File: src/rtl/rvsimple_bus_pkg.sv
// Shared memory-map and target constants for the rvsimple data bus.
// Core, router and testbench all import this so they agree on the map.
package rvsimple_bus_pkg;

    typedef logic bus_tgt_t;

    localparam bus_tgt_t TGT_RAM  = 1'b0;
    localparam bus_tgt_t TGT_MMIO = 1'b1;

    localparam int unsigned BUS_ADDR_W = 32;

    localparam logic [BUS_ADDR_W-1:0] DEV1_BASE_DEFAULT = 32'h8000_0000;
    localparam logic [BUS_ADDR_W-1:0] DEV1_MASK_DEFAULT = 32'hF000_0000;

    localparam int unsigned MAX_OUT_DEFAULT = 4;

endpackage

File: src/rtl/bus_outstanding_tracker.sv
// Outstanding-read bookkeeping for the data-bus router: counts reads in flight,
// remembers which device owns them, gates new requests and flags stray responses.
module bus_outstanding_tracker
    import rvsimple_bus_pkg::*;
#(
    parameter int unsigned MAX_OUT = MAX_OUT_DEFAULT,
    localparam int unsigned CNT_W  = $clog2(MAX_OUT + 1)
) (
    input  logic             clock,
    input  logic             reset_n,
    input  logic             req_valid,
    input  logic             req_write,
    input  bus_tgt_t         tgt,
    input  logic             tgt_ready,
    input  logic             dev0_rvalid,
    input  logic             dev1_rvalid,
    output logic             allow_c,
    output logic             resp_hit_c,
    output bus_tgt_t         cur_tgt,
    output logic [CNT_W-1:0] out_cnt,
    output logic             err_stray
);

    logic idle_c;
    logic same_c;
    logic room_c;
    logic fire_c;
    logic rd_fire_c;
    logic sel_rvalid_c;
    logic stray_c;

    // Only one device may own in-flight reads, which keeps responses in issue order.
    always_comb begin
        idle_c       = 1'b0;
        same_c       = 1'b0;
        room_c       = 1'b0;
        allow_c      = 1'b0;
        fire_c       = 1'b0;
        rd_fire_c    = 1'b0;
        sel_rvalid_c = 1'b0;
        resp_hit_c   = 1'b0;
        stray_c      = 1'b0;

        idle_c  = (out_cnt == '0);
        same_c  = (tgt == cur_tgt);
        room_c  = (out_cnt < CNT_W'(MAX_OUT));
        allow_c = req_write ? (idle_c | same_c) : (idle_c | (same_c & room_c));

        fire_c    = req_valid & allow_c & tgt_ready;
        rd_fire_c = fire_c & ~req_write;

        sel_rvalid_c = (cur_tgt == TGT_MMIO) ? dev1_rvalid : dev0_rvalid;
        resp_hit_c   = sel_rvalid_c & ~idle_c;
        stray_c      = (dev0_rvalid & ((cur_tgt != TGT_RAM)  | idle_c))
                     | (dev1_rvalid & ((cur_tgt != TGT_MMIO) | idle_c));
    end

    // A response only retires previously issued reads, so issue+hit leaves the count alone.
    always_ff @(posedge clock or negedge reset_n) begin
        if (!reset_n) begin
            out_cnt   <= '0;
            cur_tgt   <= TGT_RAM;
            err_stray <= 1'b0;
        end else begin
            if (fire_c) begin
                cur_tgt <= tgt;
            end
            if (rd_fire_c && !resp_hit_c) begin
                out_cnt <= out_cnt + CNT_W'(1);
            end else if (resp_hit_c && !rd_fire_c) begin
                out_cnt <= out_cnt - CNT_W'(1);
            end
            if (stray_c) begin
                err_stray <= 1'b1;
            end
        end
    end

endmodule

File: src/rtl/data_bus_demux2.sv
// One-to-two data-bus router: steers core requests to RAM or MMIO by address
// decode and returns read data in issue order through a registered stage.
module data_bus_demux2
    import rvsimple_bus_pkg::*;
#(
    parameter int unsigned           ADDR_WIDTH = 32,
    parameter int unsigned           DATA_WIDTH = 32,
    parameter logic [ADDR_WIDTH-1:0] DEV1_BASE  = ADDR_WIDTH'(DEV1_BASE_DEFAULT),
    parameter logic [ADDR_WIDTH-1:0] DEV1_MASK  = ADDR_WIDTH'(DEV1_MASK_DEFAULT),
    parameter int unsigned           MAX_OUT    = MAX_OUT_DEFAULT
) (
    input  logic                    clock,
    input  logic                    reset_n,
    input  logic                    req_valid,
    output logic                    req_ready,
    input  logic [ADDR_WIDTH-1:0]   req_addr,
    input  logic                    req_write,
    input  logic [DATA_WIDTH-1:0]   req_wdata,
    input  logic [DATA_WIDTH/8-1:0] req_be,
    output logic                    dev0_valid,
    output logic                    dev1_valid,
    input  logic                    dev0_ready,
    input  logic                    dev1_ready,
    output logic [ADDR_WIDTH-1:0]   dev_addr,
    output logic [DATA_WIDTH-1:0]   dev_wdata,
    output logic [DATA_WIDTH/8-1:0] dev_be,
    output logic                    dev_write,
    input  logic                    dev0_rvalid,
    input  logic                    dev1_rvalid,
    input  logic [DATA_WIDTH-1:0]   dev0_rdata,
    input  logic [DATA_WIDTH-1:0]   dev1_rdata,
    output logic                    resp_valid,
    output logic [DATA_WIDTH-1:0]   resp_rdata,
    output logic                    err_stray
);

    localparam int unsigned CNT_W = $clog2(MAX_OUT + 1);

    bus_tgt_t         tgt_c;
    bus_tgt_t         cur_tgt;
    logic             allow_c;
    logic             resp_hit_c;
    logic             tgt_ready_c;
    logic [CNT_W-1:0] out_cnt;

    // Decode and steering; valid is deliberately independent of the device's ready.
    always_comb begin
        tgt_c       = TGT_RAM;
        tgt_ready_c = 1'b0;
        dev0_valid  = 1'b0;
        dev1_valid  = 1'b0;
        req_ready   = 1'b0;

        tgt_c       = bus_tgt_t'((req_addr & DEV1_MASK) == DEV1_BASE);
        tgt_ready_c = (tgt_c == TGT_MMIO) ? dev1_ready : dev0_ready;
        dev0_valid  = req_valid & allow_c & (tgt_c == TGT_RAM);
        dev1_valid  = req_valid & allow_c & (tgt_c == TGT_MMIO);
        req_ready   = allow_c & tgt_ready_c;
    end

    assign dev_addr  = req_addr;
    assign dev_wdata = req_wdata;
    assign dev_be    = req_be;
    assign dev_write = req_write;

    bus_outstanding_tracker #(
        .MAX_OUT (MAX_OUT)
    ) u_trk (
        .clock       (clock),
        .reset_n     (reset_n),
        .req_valid   (req_valid),
        .req_write   (req_write),
        .tgt         (tgt_c),
        .tgt_ready   (tgt_ready_c),
        .dev0_rvalid (dev0_rvalid),
        .dev1_rvalid (dev1_rvalid),
        .allow_c     (allow_c),
        .resp_hit_c  (resp_hit_c),
        .cur_tgt     (cur_tgt),
        .out_cnt     (out_cnt),
        .err_stray   (err_stray)
    );

    // Response stage: data holds its last value when no expected response arrives.
    always_ff @(posedge clock or negedge reset_n) begin
        if (!reset_n) begin
            resp_valid <= 1'b0;
            resp_rdata <= '0;
        end else begin
            resp_valid <= resp_hit_c;
            if (resp_hit_c) begin
                resp_rdata <= (cur_tgt == TGT_MMIO) ? dev1_rdata : dev0_rdata;
            end
        end
    end

endmodule

File: config.mk
export PLATFORM = sky130hd
export DESIGN_NAME = data_bus_demux2
export DESIGN_NICKNAME = d
export VERILOG_FILES = /design/src/rtl/rvsimple_bus_pkg.sv /design/src/rtl/bus_outstanding_tracker.sv /design/src/rtl/data_bus_demux2.sv
export SDC_FILE = /design/constraint.sdc
export NUM_CORES = 1
export LEC_CHECK = 0
export CORE_AREA = 2 2 94 96
export CTS_CLUSTER_DIAMETER = 60
export CTS_CLUSTER_SIZE = 24
export DETAILED_ROUTE_END_ITERATION = 10
export DIE_AREA = 0 0 96 98
export DONT_BUFFER_PORTS = 1
export SLEW_MARGIN = 20
export SYNTH_ARGS = -nofsm -noshare
export SYNTH_HDL_FRONTEND = slang
export SYNTH_HIERARCHICAL = 1
export SYNTH_SLANG_ARGS = --single-unit
File: constraint.sdc
create_clock -name clock -period 4.1 [get_ports clock]
set_clock_uncertainty 0.05 [all_clocks]
set_input_delay 0.615 -clock clock [delete_from_list [all_inputs] [get_ports clock]]
set_output_delay 0.615 -clock clock [all_outputs]
set_load 0.03 [all_outputs]
# Yosys cells after proc, flatten, opt, wreduce, memory -nomap -nowiden
# Cells that the tools add are included.
totals:
  ff_bits: 38
  out_inout_bits: 106
  inputBits: 140
  word_cells: 41
op_classes:
  eq_ne: 2
  mux: 6
  bitwise_logic: 19
  reduce_logical: 6
  magnitude_cmp: 1
  addsub: 2
op_table:
  columns: ["op", "count"]
  rows:
  - ["32-bit 2-to-1 mux", 1]
  - ["1-bit bitwise AND", 10]
  - ["3-bit 2-to-1 mux", 2]
  - ["1-bit bitwise OR", 5]
  - ["4-bit equality test, second input constant", 1]
  - ["1-bit inverter", 4]
  - ["3-bit by 1-bit adder with 3-bit output, second input constant", 1]
  - ["3-bit logical NOT", 1]
  - ["3-bit < comparator, second input constant", 1]
  - ["1-bit 2-to-1 mux", 3]
  - ["3-bit by 1-bit subtractor with 3-bit output, second input constant", 1]
  - ["1-bit logical AND", 2]
  - ["1-bit logical NOT", 2]
  - ["2-bit nonzero test", 1]
  - ["1-bit equality test", 1]

# Logic depth before layout (Yosys ltp)
# Gate-level depths: netlist (run 1).
logic_depth:
  word_depth: 12
  mapped_depth: 10
  ltp_nobuf: 10

# By module
# Netlist (run 1), hierarchy kept.
modules_own_cells:
  columns: ["module", "area_per_inst_um2", "cells_each", "seq_area_each_um2", "n_inst"]
  rows:
  - ["data_bus_demux2", 2070.7, 217, 825.8, 1]
  - ["bus_outstanding_tracker", 311.5, 28, 125.1, 1]

# Least setup slack after synthesis (run 1)
# No wires, ideal clock.
synth_timing:
  path_kind: "input port to flip-flop"
  start: "input req_addr[29]"
  end: "register u_trk.out_cnt[2]"
  n_path_buf: 0
  setup_slack_ns: 1.437
  t_required_ns: 3.971
  t_arrival_ns: 2.534
  setup_ns: 0.079
  cell_stages: 10
  cell_sequence: "nor4b_4 xor2_1 o21ai_2 nor3b_1 ha_1 inv_1 fa_1 xor2_1 nor2_1 xor2_1"
synth_via:
  elab_chain_len: 11
  word_cells_on_any_way: 15
synth_lines:
  columns: ["item", "line_no", "source"]
  rows:
  - ["from (decl)", "data_bus_demux2.sv:16", "input logic [ADDR_WIDTH-1:0] req_addr,"]
  - ["4-bit equality test (*)", "data_bus_demux2.sv:54", "tgt_c = bus_tgt_t'((req_addr & DEV1_MASK) == DEV1_BASE);"]
  - ["1-bit equality test (*)", "bus_outstanding_tracker.sv:45", "same_c = (tgt == cur_tgt);"]
  - ["1-bit bitwise AND", "bus_outstanding_tracker.sv:47", "allow_c = req_write ? (idle_c | same_c) : (idle_c | (same_c & room_c));"]
  - ["1-bit bitwise OR", "bus_outstanding_tracker.sv:47", null]
  - ["1-bit 2-to-1 mux (*)", "bus_outstanding_tracker.sv:47", null]
  - ["named net allow_c", "data_bus_demux2.sv:41", "logic allow_c;"]
  - ["1-bit bitwise AND (*) (2 in series)", "bus_outstanding_tracker.sv:49", "fire_c = req_valid & allow_c & tgt_ready;"]
  - ["1-bit bitwise AND (*)", "bus_outstanding_tracker.sv:50", "rd_fire_c = fire_c & ~req_write;"]
  - ["1-bit logical NOT", "bus_outstanding_tracker.sv:70", "end else if (resp_hit_c && !rd_fire_c) begin"]
  - ["1-bit logical AND", "bus_outstanding_tracker.sv:70", null]
  - ["2-bit nonzero test (no source line)", null, null]
  - ["to (signal assigned)", "bus_outstanding_tracker.sv:69", "out_cnt <= out_cnt + CNT_W'(1);"]
  - ["to (signal assigned)", "bus_outstanding_tracker.sv:71", "out_cnt <= out_cnt - CNT_W'(1);"]
  - ["to (decl)", "bus_outstanding_tracker.sv:20", "output logic [CNT_W-1:0] out_cnt,"]
# Mark *: on every way through the listed nets, which the timed path passes. The rest lies on a longest branch.
# A chain may end at the register's enable or synchronous reset.

# Worst setup path in the final report (run 1)
layout_timing:
  start: "register u_trk.cur_tgt"
  end: "register u_trk.out_cnt[2]"
layout_via:
  elab_chain_len: 10
  word_cells_on_any_way: 16
layout_lines:
  columns: ["item", "line_no", "source"]
  rows:
  - ["from (decl)", "bus_outstanding_tracker.sv:19", "output bus_tgt_t cur_tgt,"]
  - ["from (signal assigned)", "bus_outstanding_tracker.sv:66", "cur_tgt <= tgt;"]
  - ["1-bit equality test", "bus_outstanding_tracker.sv:45", null]
  - ["1-bit bitwise AND", "bus_outstanding_tracker.sv:47", null]
  - ["1-bit bitwise OR", "bus_outstanding_tracker.sv:47", null]
  - ["1-bit 2-to-1 mux", "bus_outstanding_tracker.sv:47", null]
  - ["1-bit bitwise AND (2 in series)", "bus_outstanding_tracker.sv:49", null]
  - ["1-bit bitwise AND", "bus_outstanding_tracker.sv:50", null]
  - ["1-bit logical NOT", "bus_outstanding_tracker.sv:70", null]
  - ["1-bit logical AND", "bus_outstanding_tracker.sv:70", null]
  - ["2-bit nonzero test (no source line)", null, null]
# Several ways; a longest one is shown, not always the timed one.

==> metrics.md, run 1 <==
| Metric | Value |
|---|---|
| Status | `complete, no violations` |
| # IOs | `between 200 and 250` |
| Synth unique cells | `27` |
| Buffers on Ports | `0` |
| DRC | `0` |
| Area occupied by multi-input gates | `850.8 um2` |
| Post-CTS resize count | `0` |
| Die width | `96 um` |
| Vias | `1307` |
| Final Instance Area | `about 2100 um2` |
| Peak VDD IR | `0.0002884 V` |
| Max cap viols | `0` |
| Setup Viol. Count Final | `0` |
| DR pass1 iterations | `3` |
| Clock Latency Late Sink | `0.29 ns` |
| CTS Buffer Depth | `2` |
| Global-route wire length before repair | `between 7000 and 8000 um` |
| Req. time, crit path | `around 4.3 ns` |
| Final #Nets | `316` |
| Worst R2R Start | `u_trk/cur_tgt$_DFFE_PN0N_` |
| Drt first-iter violations | `39` |
| Register area | `approximately 950 um2` |
| Synth Cell Area | `2382 um2` |
| CP Launch Type | `flip-flop` |
| Total gr overflow | `0` |
| Clk sinks | `38` |
| Leakage | `0.7725 nW` |
| Antenna cells | `0` |
| Fillers | `a little under 900` |
| Fin crit period | `2.752 ns` |
| Gpl congestion | `0.7403` |
| Placed Area | `slightly below 2000 um2` |
| Mean Syn Cell Area | `approximately 9.7 um2` |
| Routed wire per std cell | `16.67 um` |
| CP Capture Type | `flip-flop` |
| CP Class | `flip-flop to flip-flop` |
| GRT Total Usage | `9.983%` |
| Crit path to | `u_trk/out_cnt[2]$_DFFE_PN0P_` |
| Final hold vios | `0` |
| Setup TNS | `0 ns` |
| CP dominant cell by count | `xor2_1` |
| CP Launch Point | `u_trk/cur_tgt$_DFFE_PN0N_` |
| Final Max Slew Viols | `0` |
| CTS buffer count | `5` |
| Slew @ Worst Pin | `1.023 ns` |
| Row Count | `34` |
| FF+latch count, synth | `38` |
| PwrDens | `approximately 770 nW/um2` |
| Clock-pin slew on the worst setup and hold paths | `0.08 ns` |
| Final Cycle Share | `67.12%` |
| CTS tree | `yes` |
| Vias in the first global route | `1354` |
| Stages on the worst setup path | `9` |
| Register area share after synthesis | `39.92%` |
| Via density | `4.618` |
| Mapped Nets | `slightly below 400` |
| Register-to-register setup slack | `1.35 ns` |
| Worst Hold Class | `primary input to async pin` |
| Initial antenna violation count | `0` |
| Share of layout cells above drive strength 1 | `10.86%` |
| Max-slew headroom | `31.81%` |
| Crit-path leading delay family | `flip-flops` |
| RSZ-0062 raised after global routing | `false` |
| Largest net degree at the start of global routing | `66` |
| Overall die height | `98 um` |
| Antenna Violating Nets Remaining | `0` |
| WP data arrival | `a little under 3 ns` |
| Initial cell density of the core | `28.14%` |
| Max Fclk | `363.4 MHz` |
| RR Endpoint | `u_trk/out_cnt[2]$_DFFE_PN0P_` |
| Max FO, Critical Path | `22` |
| Area Overhead vs Synth | `-13.34%` |
| Total setup buffers inserted after CTS | `0` |
| Ys Warns | `6` |
| CTS H-Tree Depth | `2` |
| WL final | `4718 um` |
| R2R cell count | `9` |
| Hold slack final | `around 0.11 ns` |
| CTS root buffer | `clkbuf_8` |
| CP cell instances | `buf_4 -> mux2_2 -> nand2_1 -> ha_1 -> inv_1 -> fa_1 -> xor2_1 -> nor2_1 -> xor2_1` |
| Core area | `8466 um2` |
| Worst path bufs/invs | `2` |
| Critical path's largest stage delay | `~0.65 ns` |
| Slowest CP cell | `dfrtp_2` |
| Final Core Density | `24.39%` |
| Die Area | `roughly 9400 um2` |
| Mapped Cells | `~250` |
| DP HPWL | `3401 um` |
[metal layers]
metal,vias to the layer above,share of wire (%),track usage [%]
met3,27,9.7,3.704
met4,0,4.2,6.593
met5,-,0,0
li1,603,-,-
met1,605,36,10.23
met2,72,50,16.67
[synthesized netlist by cell type]
cell type  number  area [um2]
clkbuf_1        4       15.01
nand2_1         5       18.77
buf_2           2       10.01
ha_1            1       12.51
fa_1            1       20.02
dfrtp_1        38       950.9
or3_4           1       11.26
mux2_4          1       15.01
xnor2_1         1       8.760
nor2_2          1       6.260
nor3_1          1       5.000
buf_4          72       540.5
nor3b_1         2       15.01
xor2_1          3       26.28
nor2_1         34       127.6
nor2b_1         1       6.260
inv_1           2       7.510
and3_2          1       7.510
buf_1           2       7.510
mux2_1          1       11.26
mux2_2          2       22.52
o31a_1          1       8.760
a21oi_1        32       160.2
o21ai_0         1       5.000
mux2i_1        33       330.3
nor4b_4         1       23.77
o21ai_2         1       8.760
[what timing repair did]
action / 4_1_cts / 5_1_grt
endpoints found under the setup margin: 0 / 0
hold endpoints to repair: 38 / 0
hold buffers: 1 / 0
[registers in the layout, indices dropped and copies added, names as in the netlist]
register and count:
u_trk/cur_tgt 1, resp_valid 1, u_trk/err_stray 1, resp_rdata 32, u_trk/out_cnt 3
[metrics by stage]
stage / total power [mW] / setup WS [ns] / instances
after floorplan: 1.370 / 1.437 / 245
after global placement: 1.312 / 1.289 / 274
after detailed placement: 1.335 / 1.203 / 274
after CTS: 1.627 / 1.305 / 283
after global routing: 1.706 / 1.098 / 283
final: 1.593 / 1.348 / 283
[cell type report]
| class | instances | share of cell area [%] |
|---|---|---|
| repair buffers | 2 | 1.333 |
| well taps | 108 | 6.545 |
| clock buffers | 7 | 4.182 |
| flip-flops and latches | 38 | 46.12 |
| multi-input cells | 125 | 41.21 |
| clock inverters | 1 | 0.2424 |
| inverters | 2 | 0.3636 |
[placed cells by master (no fill, tap or decap), drive strengths merged]
master and instances:
nor3 1, nor3b 2, nand2 5, fa 1
or3 1, nor2 35, mux2 4, nor2b 1
clkinv 1, mux2i 33, ha 1, dfrtp 38
a21oi 32, o21ai 2, and3 1, inv 2
o31a 1, buf 2, xor2 3, clkbuf 7
xnor2 1, nor4b 1
[cells by family after synthesis]
group,count (synthesis),share of synthesized area (%)
AOI/OAI and AO/OA,35,7.668
xor gates and xnor gates,4,1.471
adders and majority gates,2,1.365
buffers and inverters,82,24.37
DFF,38,39.92
muxes,37,15.91
and+or+nand+nor,47,9.296
[worst min-delay path by stage]
stage | start | to | slack, ns | cells past startpoint
global placement | reset_n | resp_rdata[19]$_DFFE_PN0P_ | 0.27 | 0
global route | reset_n | resp_rdata[23]$_DFFE_PN0P_ | 0.11 | 1
floorplan | reset_n | resp_rdata[0]$_DFFE_PN0P_ | 0.27 | 0
CTS | reset_n | resp_rdata[23]$_DFFE_PN0P_ | 0.11 | 1
finish | reset_n | resp_rdata[23]$_DFFE_PN0P_ | 0.11 | 1
detailed placement | reset_n | resp_rdata[23]$_DFFE_PN0P_ | 0.27 | 0
[power by group]
part	internal [mW]	total, mW	switching [mW]
logic	0.175	0.396	0.221
clock network	0.136	0.270	0.134
registers	0.522	0.927	0.405
(Power assumes the default switching activity.)
==> inputs of run 2 (changes only) <==
Clock period 4.1 ns to 2.3 ns, I/O delays scaled along.
==> metrics.md, run 2 (same netlist as run 1, synthesis figures left out) <==
| Metric | Value |
|---|---|
| Status | `complete, no violations` |
| Clock-pin slew on the worst setup and hold paths | `0.07 ns` |
| Setup Viol. Count Final | `0` |
| Via density | `4.597` |
| Max FO, Critical Path | `4` |
| Top reg by flops | `resp_rdata` |
| Share of layout cells above drive strength 1 | `18.18%` |
| CTS Buffer Depth | `2` |
| Peak VDD IR | `0.0003920 V` |
| Final #Nets | `328` |
| Most common cell after layout, fill and taps aside | `dfrtp_1` |
| CTS tree | `yes` |
| Fin crit period | `2.240 ns` |
| Vias in the first global route | `1371` |
| Global-route wire length before repair | `a little over 7000 um` |
| Placed insts | `280` |
| WL final | `4961 um` |
| Initial antenna violation count | `0` |
| Core area | `8466 um2` |
| Top Registers | `resp_rdata (32), u_trk/out_cnt (3)` |
| Met1 Use GR | `10.45%` |
| Fillers | `897` |
| Met3 Usage GRT | `4.244%` |
| Clk sinks | `38` |
| Vias | `approximately 1400` |
| Antenna cells | `0` |
| DRC | `0` |
| Gpl congestion | `0.6616` |
| PwrDens | `1353 nW/um2` |
| Req. time, crit path | `2.45 ns` |
| Max Fclk | `446.4 MHz` |
| Post-CTS resize count | `0` |
| GRT Total Usage | `10.31%` |
| Final Instance Area | `2167 um2` |
| Largest net degree at the start of global routing | `66` |
| Total gr overflow | `0` |
| Clock Latency Late Sink | `~0.28 ns` |
| # IOs | `246` |
| Routed wire per std cell | `approximately 17 um` |
| CTS buffer count | `5` |
| DR pass1 iterations | `4` |
| Overall die height | `98 um` |
| Worst Hold Class | `primary input to flip-flop` |
| WP data arrival | `roughly 2.4 ns` |
| Final Cycle Share | `slightly below 100%` |
| RSZ-0062 raised after global routing | `true` |
| Placed Area | `2008 um2` |
| Final Max Slew Viols | `0` |
| Max cap viols | `0` |
| Die width | `96 um` |
| CP Class | `flip-flop to flip-flop` |
| Leakage | `approximately 0.83 nW` |
| Area Overhead vs Synth | `-9.034%` |
| Die Area | `9408 um2` |
| Buffers on Ports | `0` |
| Most Crowded Layer GR | `met2` |
| Initial cell density of the core | `28.14%` |
| Row Count | `34` |
| Max reg flops | `32` |
| CP Capture Type | `flip-flop` |
| Max-slew headroom | `33.28%` |
| CTS root buffer | `clkbuf_8` |
| Final hold vios | `0` |
| CP Launch Type | `flip-flop` |
| Antenna Violating Nets Remaining | `0` |
| Met2 Track Usage GR | `between 10% and 20%` |
| Drt first-iter violations | `between 40 and 50` |
| Finished Layout Cells | `295` |
| Slew @ Worst Pin | `0.9993 ns` |
| DP HPWL | `3666 um` |
| Commonest non-fill, non-tap cells in the layout | `dfrtp_1 (37), nor2_1 (34), mux2i_1 (33)` |
| CTS H-Tree Depth | `2` |
[run 2: cell types whose count changed in the layout (fill, tap and decap cells not counted)]
cell,change
fa_1,-1
dlygate4sd3_1,+1
inv_2,+1
fa_2,+1
inv_1,-1
nor3b_2,+1
buf_4,+11
ha_2,+1
nor3b_1,-1
ha_1,-1
[run 2: per-stage QoR]
stage | setup WS, ns | total power, mW | TNS (ns) | util [%] | hold slack [ns]
floorplan | -0.05607 | 2.448 | -0.07209 | - | -0.0005911
global placement | 0.01703 | 2.375 | 0 | 23.72 | 0.0004782
detailed placement | -0.09016 | 2.418 | -0.1315 | 23.72 | 0.0003712
CTS | 0.02433 | 2.942 | 0 | 25.16 | 0.1349
global route | -0.08290 | 3.161 | -0.08290 | 25.60 | 0.1439
finish | 0.06007 | 2.931 | 0 | 25.60 | 0.1529
[run 2: final timing paths]
path,depth (start not counted),to,slack [ns],start
worst max-delay path,9,u_trk/out_cnt[2]$_DFFE_PN0P_,0.06,u_trk/out_cnt[0]$_DFFE_PN0P_
max in group asynchronous,2,u_trk/cur_tgt$_DFFE_PN0N_,1.52,reset_n
min in group asynchronous,2,resp_rdata[18]$_DFFE_PN0P_,0.46,reset_n
worst min-delay path,1,u_trk/err_stray$_DFFE_PN0P_,0.15,dev1_rvalid
worst max register to register,9,u_trk/out_cnt[2]$_DFFE_PN0P_,0.06,u_trk/out_cnt[0]$_DFFE_PN0P_
worst min register to register,2,u_trk/out_cnt[2]$_DFFE_PN0P_,0.55,u_trk/out_cnt[2]$_DFFE_PN0P_
[run 2: worst max-delay path, cell delays in order, from the launching register on]
cell,delay (ns)
dfrtp_1,0.41
or3_4,0.42
o21ai_2,0.08
nor3b_2,0.18
ha_2,0.22
inv_2,0.04
fa_2,0.33
xor2_1,0.15
nor2_1,0.11
xor2_1,0.17
[run 2: cell type report]
class,count,area [um2],share of cell area [%]
sequential,38,952.2,43.94
timing repair buffer,14,120.1,5.543
clock buffer,7,86.33,3.984
multi-input combinational,125,860.8,39.72
tap,108,135.1,6.236
inverter,2,7.507,0.3464
clock inverter,1,5.005,0.2309
[run 2: repair_timing]
action / 4_1_cts / 5_1_grt
endpoints found under the setup margin: 0 / 2
hold buffers: 2 / 0
setup buffers: 0 / 5
endpoints found under the hold margin: 38 / 0
[run 2: power breakdown]
group	internal, mW	switching (mW)	total, mW
clock	0.242	0.232	0.474
combinational	0.388	0.451	0.839
sequential	0.931	0.688	1.62
[run 2: routing by layer]
metal	routed length (um)	part of all wire [%]
met5	0	0
met4	207	4.2
met3	507	10
met2	2513	51
met1	1733	35
